### src/rtl/cva6_lsu_mem_pkg.sv
// Shared constants and types for the LSU memory responder.
// Both the top level and the per-channel sub-module import this package.
package cva6_lsu_mem_pkg;

  localparam int ADDR_W                = 32;
  localparam int DEFAULT_LOAD_LATENCY  = 3;
  localparam int DEFAULT_STORE_LATENCY = 3;
  localparam int DEFAULT_DEPTH         = 2;
  localparam int CNT_W                 = 4;

  typedef enum logic [1:0] {
    IDLE = 2'd0,
    WAIT = 2'd1,
    RESP = 2'd2
  } chan_state_e;

  // Value loaded into the wait counter when a head request starts its countdown.
  // A latency of 1 skips WAIT entirely, so the value is irrelevant there.
  function automatic logic [CNT_W-1:0] wait_ctr_init(input int latency);
    return (latency > 1) ? CNT_W'(latency - 2) : '0;
  endfunction

endpackage

### src/rtl/cva6_lsu_resp_channel.sv
// One response channel: address FIFO, occupancy count and a latency FSM.
// The head of the FIFO is answered LATENCY cycles after it became the head
// (after acceptance when the channel was empty, else after the previous response).
module cva6_lsu_resp_channel
  import cva6_lsu_mem_pkg::*;
#(
  parameter int LATENCY = DEFAULT_LOAD_LATENCY,
  parameter int DEPTH   = DEFAULT_DEPTH
) (
  input  logic              clk_i,
  input  logic              rst_i,
  input  logic              push_i,
  input  logic [ADDR_W-1:0] push_addr_i,
  output logic              full_o,
  output logic              resp_o,
  output logic [ADDR_W-1:0] resp_addr_o,
  output logic [CNT_W-1:0]  pending_o
);

  localparam int               PTR_W        = $clog2(DEPTH);
  localparam logic [CNT_W-1:0] CTR_INIT     = wait_ctr_init(LATENCY);
  localparam logic [CNT_W-1:0] DEPTH_CNT    = CNT_W'(DEPTH);
  localparam bit               SINGLE_CYCLE = (LATENCY == 1);

  logic [ADDR_W-1:0] mem [DEPTH];

  chan_state_e       state_reg;
  logic [CNT_W-1:0]  ctr_reg;
  logic [CNT_W-1:0]  count_reg;
  logic [PTR_W-1:0]  wr_ptr_reg;
  logic [PTR_W-1:0]  rd_ptr_reg;
  logic              resp_reg;
  logic [ADDR_W-1:0] resp_addr_reg;

  logic              push_ok;
  logic              pop;
  logic [CNT_W-1:0]  count_next;
  logic [PTR_W-1:0]  rd_ptr_inc;
  logic [ADDR_W-1:0] next_head;

  assign full_o      = (count_reg == DEPTH_CNT);
  assign resp_o      = resp_reg;
  assign resp_addr_o = resp_addr_reg;
  assign pending_o   = count_reg;

  // Push/pop qualification, next occupancy and the address of the head after a pop.
  always_comb begin
    push_ok    = push_i && !full_o;
    pop        = (state_reg == RESP);
    count_next = count_reg + CNT_W'(push_ok) - CNT_W'(pop);
    rd_ptr_inc = rd_ptr_reg + PTR_W'(1);
    // With a single entry left, the new head is whatever is being pushed now.
    next_head  = (count_reg == CNT_W'(1)) ? push_addr_i : mem[rd_ptr_inc];
  end

  // FIFO storage write port; no reset so it maps onto plain RAM.
  always_ff @(posedge clk_i) begin
    if (push_ok) begin
      mem[wr_ptr_reg] <= push_addr_i;
    end
  end

  // Latency FSM with registered response pulse/address, pointers and occupancy.
  always_ff @(posedge clk_i) begin
    if (rst_i) begin
      state_reg     <= IDLE;
      ctr_reg       <= '0;
      count_reg     <= '0;
      wr_ptr_reg    <= '0;
      rd_ptr_reg    <= '0;
      resp_reg      <= 1'b0;
      resp_addr_reg <= '0;
    end else begin
      count_reg     <= count_next;
      resp_reg      <= 1'b0;
      resp_addr_reg <= '0;
      if (push_ok) begin
        wr_ptr_reg <= wr_ptr_reg + PTR_W'(1);
      end
      if (pop) begin
        rd_ptr_reg <= rd_ptr_inc;
      end
      case (state_reg)
        IDLE: begin
          if (push_ok) begin
            if (SINGLE_CYCLE) begin
              state_reg     <= RESP;
              resp_reg      <= 1'b1;
              resp_addr_reg <= push_addr_i;
            end else begin
              state_reg <= WAIT;
              ctr_reg   <= CTR_INIT;
            end
          end
        end
        WAIT: begin
          if (ctr_reg == '0) begin
            state_reg     <= RESP;
            resp_reg      <= 1'b1;
            resp_addr_reg <= mem[rd_ptr_reg];
          end else begin
            ctr_reg <= ctr_reg - CNT_W'(1);
          end
        end
        RESP: begin
          if (count_next == '0) begin
            state_reg <= IDLE;
          end else if (SINGLE_CYCLE) begin
            state_reg     <= RESP;
            resp_reg      <= 1'b1;
            resp_addr_reg <= next_head;
          end else begin
            state_reg <= WAIT;
            ctr_reg   <= CTR_INIT;
          end
        end
        default: begin
          state_reg <= IDLE;
          ctr_reg   <= '0;
        end
      endcase
    end
  end

endmodule

### src/rtl/cva6_lsu_mem_responder.sv
// Memory responder for the CVA6 LSU: steers each request into the load or
// store channel and exposes the two channels' responses and occupancy.
// Channel index 1 is the load channel, index 0 the store channel.
module cva6_lsu_mem_responder
  import cva6_lsu_mem_pkg::*;
#(
  parameter int LOAD_LATENCY  = DEFAULT_LOAD_LATENCY,
  parameter int STORE_LATENCY = DEFAULT_STORE_LATENCY,
  parameter int DEPTH         = DEFAULT_DEPTH
) (
  input  logic              clk_i,
  input  logic              rst_i,
  input  logic              req_valid_i,
  input  logic              req_is_load_i,
  input  logic [ADDR_W-1:0] req_addr_i,
  output logic              req_ready_o,
  output logic              load_mem_resp_o,
  output logic              store_mem_resp_o,
  output logic [ADDR_W-1:0] load_resp_addr_o,
  output logic [ADDR_W-1:0] store_resp_addr_o,
  output logic [CNT_W-1:0]  load_pending_o,
  output logic [CNT_W-1:0]  store_pending_o
);

  logic [1:0]        chan_push;
  logic [1:0]        chan_full;
  logic [1:0]        chan_resp;
  logic [ADDR_W-1:0] chan_resp_addr [2];
  logic [CNT_W-1:0]  chan_pending   [2];

  // Ready reflects only the channel the current request would go to.
  assign req_ready_o = !chan_full[req_is_load_i];

  for (genvar gi = 0; gi < 2; gi++) begin : g_chan
    localparam int LAT = (gi == 1) ? LOAD_LATENCY : STORE_LATENCY;

    assign chan_push[gi] = req_valid_i && !chan_full[gi] &&
                           ((gi == 1) ? req_is_load_i : !req_is_load_i);

    cva6_lsu_resp_channel #(
      .LATENCY (LAT),
      .DEPTH   (DEPTH)
    ) u_chan (
      .clk_i       (clk_i),
      .rst_i       (rst_i),
      .push_i      (chan_push[gi]),
      .push_addr_i (req_addr_i),
      .full_o      (chan_full[gi]),
      .resp_o      (chan_resp[gi]),
      .resp_addr_o (chan_resp_addr[gi]),
      .pending_o   (chan_pending[gi])
    );
  end

  assign load_mem_resp_o   = chan_resp[1];
  assign store_mem_resp_o  = chan_resp[0];
  assign load_resp_addr_o  = chan_resp_addr[1];
  assign store_resp_addr_o = chan_resp_addr[0];
  assign load_pending_o    = chan_pending[1];
  assign store_pending_o   = chan_pending[0];

endmodule

### config.mk
export PLATFORM = sky130hd
export DESIGN_NAME = cva6_lsu_mem_responder
export DESIGN_NICKNAME = d
export VERILOG_FILES = /design/src/rtl/cva6_lsu_mem_pkg.sv /design/src/rtl/cva6_lsu_resp_channel.sv /design/src/rtl/cva6_lsu_mem_responder.sv
export SDC_FILE = /design/constraint.sdc
export NUM_CORES = 1
export LEC_CHECK = 0
export ABC_AREA = 1
export BUFFER_PORTS_ARGS = -buffer_cell sky130_fd_sc_hd__buf_2
export CAP_MARGIN = 0
export CORE_MARGIN = 3
export CORE_UTILIZATION = 60
export DETAILED_ROUTE_END_ITERATION = 7
export HOLD_SLACK_MARGIN = 0.05
export PLACE_DENSITY = 0.83
export SLEW_MARGIN = 5
export SYNTH_ARGS = -nofsm -noshare
export SYNTH_HDL_FRONTEND = slang
export SYNTH_HIERARCHICAL = 1
export SYNTH_SLANG_ARGS = --single-unit
export TNS_END_PERCENT = 30
### constraint.sdc
create_clock -name clk_i -period 5.8 [get_ports clk_i]
set_input_delay 0.29 -clock clk_i [delete_from_list [all_inputs] [get_ports clk_i]]
set_output_delay 0.29 -clock clk_i [all_outputs]
set_load 0.1 [all_outputs]
==> impl_metrics.yaml <==
status:
  status: "finished clean"
worst_setup_path:
  worstPathMaxFanout: 7
  cp-start-kind: "flip-flop"
  worst-setup-path-type: "flip-flop to flip-flop"
  crit_arrival_ns: 3.63
  timing.rr.start: "g_chan[1].u_chan/pending_o[2]"
  cp-end-kind: "flip-flop"
  crit_start: "g_chan[1].u_chan/pending_o[2]"
  cp.required_ns: 6.18
logic_synthesis:
  netlist.area_leader.share_pct: 49.61
  syn_nets: 676
  synth_edf_count: 128
  synth.distinct_cells: 31
  synth-warning-count: 6
  yosysSeqAreaShare_pct: 72.87
  synth-main-ff-cell: "edfxtp_1"
  syn_area_per_cell_um2: 12.42
  synth_most_common_cell: "nand2_1"
  ys_async_sr_fraction_pct: 0
  ys_top_cells_by_area: "edfxtp_1 50%, dfxtp_1 23%, nand2_1 7.8%"
  synth_commonest_cells: "162 x nand2_1, 128 x edfxtp_1, 90 x dfxtp_1"
  synth-seq-cells: 218
  syn_inst: 624
  yosys.area.top_type: "edfxtp_1"
  netlist_area_um2: 7747
grt:
  grt_overflow: 0
  grt_max_degree: 35
  grt_use_total_pct: 22.65
  antenna_found_initial: 0
  grt_pass1_vias: 5161
  grt_pass1_wl_mm: 25.81
sta:
  slew_violations: 0
  finalHoldViolCount: 0
  hold-worst-slack_ns: 0.05118
  tightest_slew_ns: 1.253
  grt_setup_unrepaired: "no"
  finalCritPeriodShare_pct: 56.08
  clock_skew_ns: 0.01024
  finalSetupViolations: 0
  layout_min_cycle_time_ns: 3.253
  fmax_ghz: 0.3074
  setup_ws_ns: 2.547
  final.setup.tns_ns: 0
  slew_headroom_pct: 16.36
die:
  io_pins: 111
  fp.dieH_um: 119.6
  coreArea_um2: 12310
  std_cell_rows: 40
  die_w_um: 119.6
  start_util_pct: 62.93
  dieArea_um2: 14310
pwr:
  p_leak_nw: 3.880
  irDropWorstVdd_v: 0.0003031
  power.density_nw_per_um2: 427.3
placement:
  numPortBuffers: 110
  place_hpwl_mm: 9.357
  dp_slack_ns: 2.620
  routabilityCongestion: 0.7440
  placement.cell_area_um2: 8413
finish:
  n_antenna_cell: 0
  multi_input_area_um2: 1822
  drive_gt1_share_pct: 25.77
  largest_register_ff_count: 128
  final_util_pct: 76.86
  fin_area_um2: 9463
  regArea_um2: 5647
  syn2layout_area_growth_pct: 22.14
  nets: 820
  largest-register: "g_chan.u_chan/mem"
  nFillCells: 759
clock_network:
  cts_tree: "built"
  clock-sinks: 218
  cts.root.buffer_cell: "clkbuf_16"
  cts_buffers: 22
  clk-insertion-delay-late_ns: 0.49
  cts_htree_levels: 1
  clk_pin_slew_ns: 0.06
  cts_max_path_buffers: 3
hold_path:
  hold_path_class: "input port to flip-flop"
  hold_start: "req_addr_i[0]"
routing:
  vias: 5108
  drtAntennaViolNets: 0
  via_per_inst: 5.366
  wl_per_cell_um: 17.32
  first_pass_iters: 5
  drc_errors: 0
  drt-total-wl_mm: 16.49
  drtIter0Drc: 357
flow_run:
  maxCapViolations: 0
-- per-stage QoR --
step           std cells  total power [W]
2_1_floorplan        624         0.002472
3_3_place_gp         881         0.002591
3_5_place_dp         881         0.002638
4_1_cts              952         0.004054
5_1_grt              952         0.004199
6_report             952         0.004043
-- worst paths after layout --
| kind | endpoint | slack (ns) | cells after the start |
|---|---|---|---|
| setup / recovery | g_chan[1].u_chan/ctr_reg[0] | 2.55 | 20 |
| hold / removal | g_chan[0].u_chan/mem[1][0] | 0.05 | 1 |
| setup reg to reg | g_chan[1].u_chan/ctr_reg[0] | 2.55 | 20 |
| hold reg to reg | g_chan[1].u_chan/resp_addr_o[29] | 0.50 | 2 |
-- power by group --
part / internal [W] / switching, W / total [W] / leakage (nW)
Sequential: 0.00176 / 0.0000584 / 0.00182 / 1.90
Clock: 0.000854 / 0.000550 / 0.00140 / 0.365
Combinational: 0.000189 / 0.000633 / 0.000822 / 1.61
Total: 0.00280 / 0.00124 / 0.00404 / 3.88
-- cell type report --
cell class,instances,area share [%]
Sequential cell,218,59.67
Multi-Input combinational cell,337,19.25
Timing Repair Buffer,142,9.176
Clock buffer,30,6.677
Tap cell,168,2.221
Inverter,47,1.864
Clock inverter,10,1.137
-- worst max-delay path, stage by stage (launching register included) --
cell     delay (ns)
dfxtp_1        0.33
inv_1          0.06
ha_1           0.19
nand3_1        0.11
inv_1          0.05
inv_1          0.04
nand2_1        0.06
nor2_2         0.10
nand2_1        0.23
ha_1           0.37
inv_1          0.06
ha_1           0.15
inv_1          0.06
fa_1           0.50
nand2_1        0.07
nor2_1         0.17
nand4_2        0.24
nand2_2        0.14
nand2_1        0.07
nand2_1        0.08
nor2_1         0.06
-- kinds of logic (layout without fill, tap and decap cells) --
kind of cell / count (synthesis) / after routing / synth area share (%)
buffers and inverters: 69 / 229 / 4.005
flip-flops: 218 / 218 / 72.87
AND/OR/NAND/NOR: 224 / 224 / 12.35
AO/OA/AOI/OAI: 97 / 97 / 7.994
adder cells (fa/ha/maj): 16 / 16 / 2.778
-- layer usage --
metal	global-route usage, %	routed length, µm	vias up
li1	-	-	2395
met1	28.71	6733	2498
met2	40.78	8483	183
met3	3.440	954	32
met4	6.156	316	0
met5	0	0	-
-- placed cells by master, fill, tap and decap left out --
cell type and n:
a21oi_1 57, a21oi_2 29, a21oi_4 2, buf_2 110, buf_4 1, bufinv_16 2
clkbuf_1 4, clkbuf_16 23, clkbuf_8 3, clkinv_1 4, clkinv_2 4, clkinv_8 1
dfxtp_1 89, dfxtp_2 1, dlygate4sd3_1 31, edfxtp_1 128, fa_1 2, ha_1 14
inv_1 39, inv_2 7, nand2_1 162, nand2_2 4, nand2_4 2, nand3_1 16
nand3_2 1, nand4_1 1, nand4_2 1, nand4_4 1, nor2_1 22, nor2_2 2
nor2_4 7, nor3_1 3, o21ai_0 7, o21ai_1 1, o31ai_1 1, or2_1 1
or2_2 1
-- what timing repair did --
item,in CTS,in global routing
gates resized for setup,0,0
hold buffers,31,0
setup buffers,0,0
endpoints found under the hold margin,124,0
Note: power is estimated with default switching activity, not from simulation.
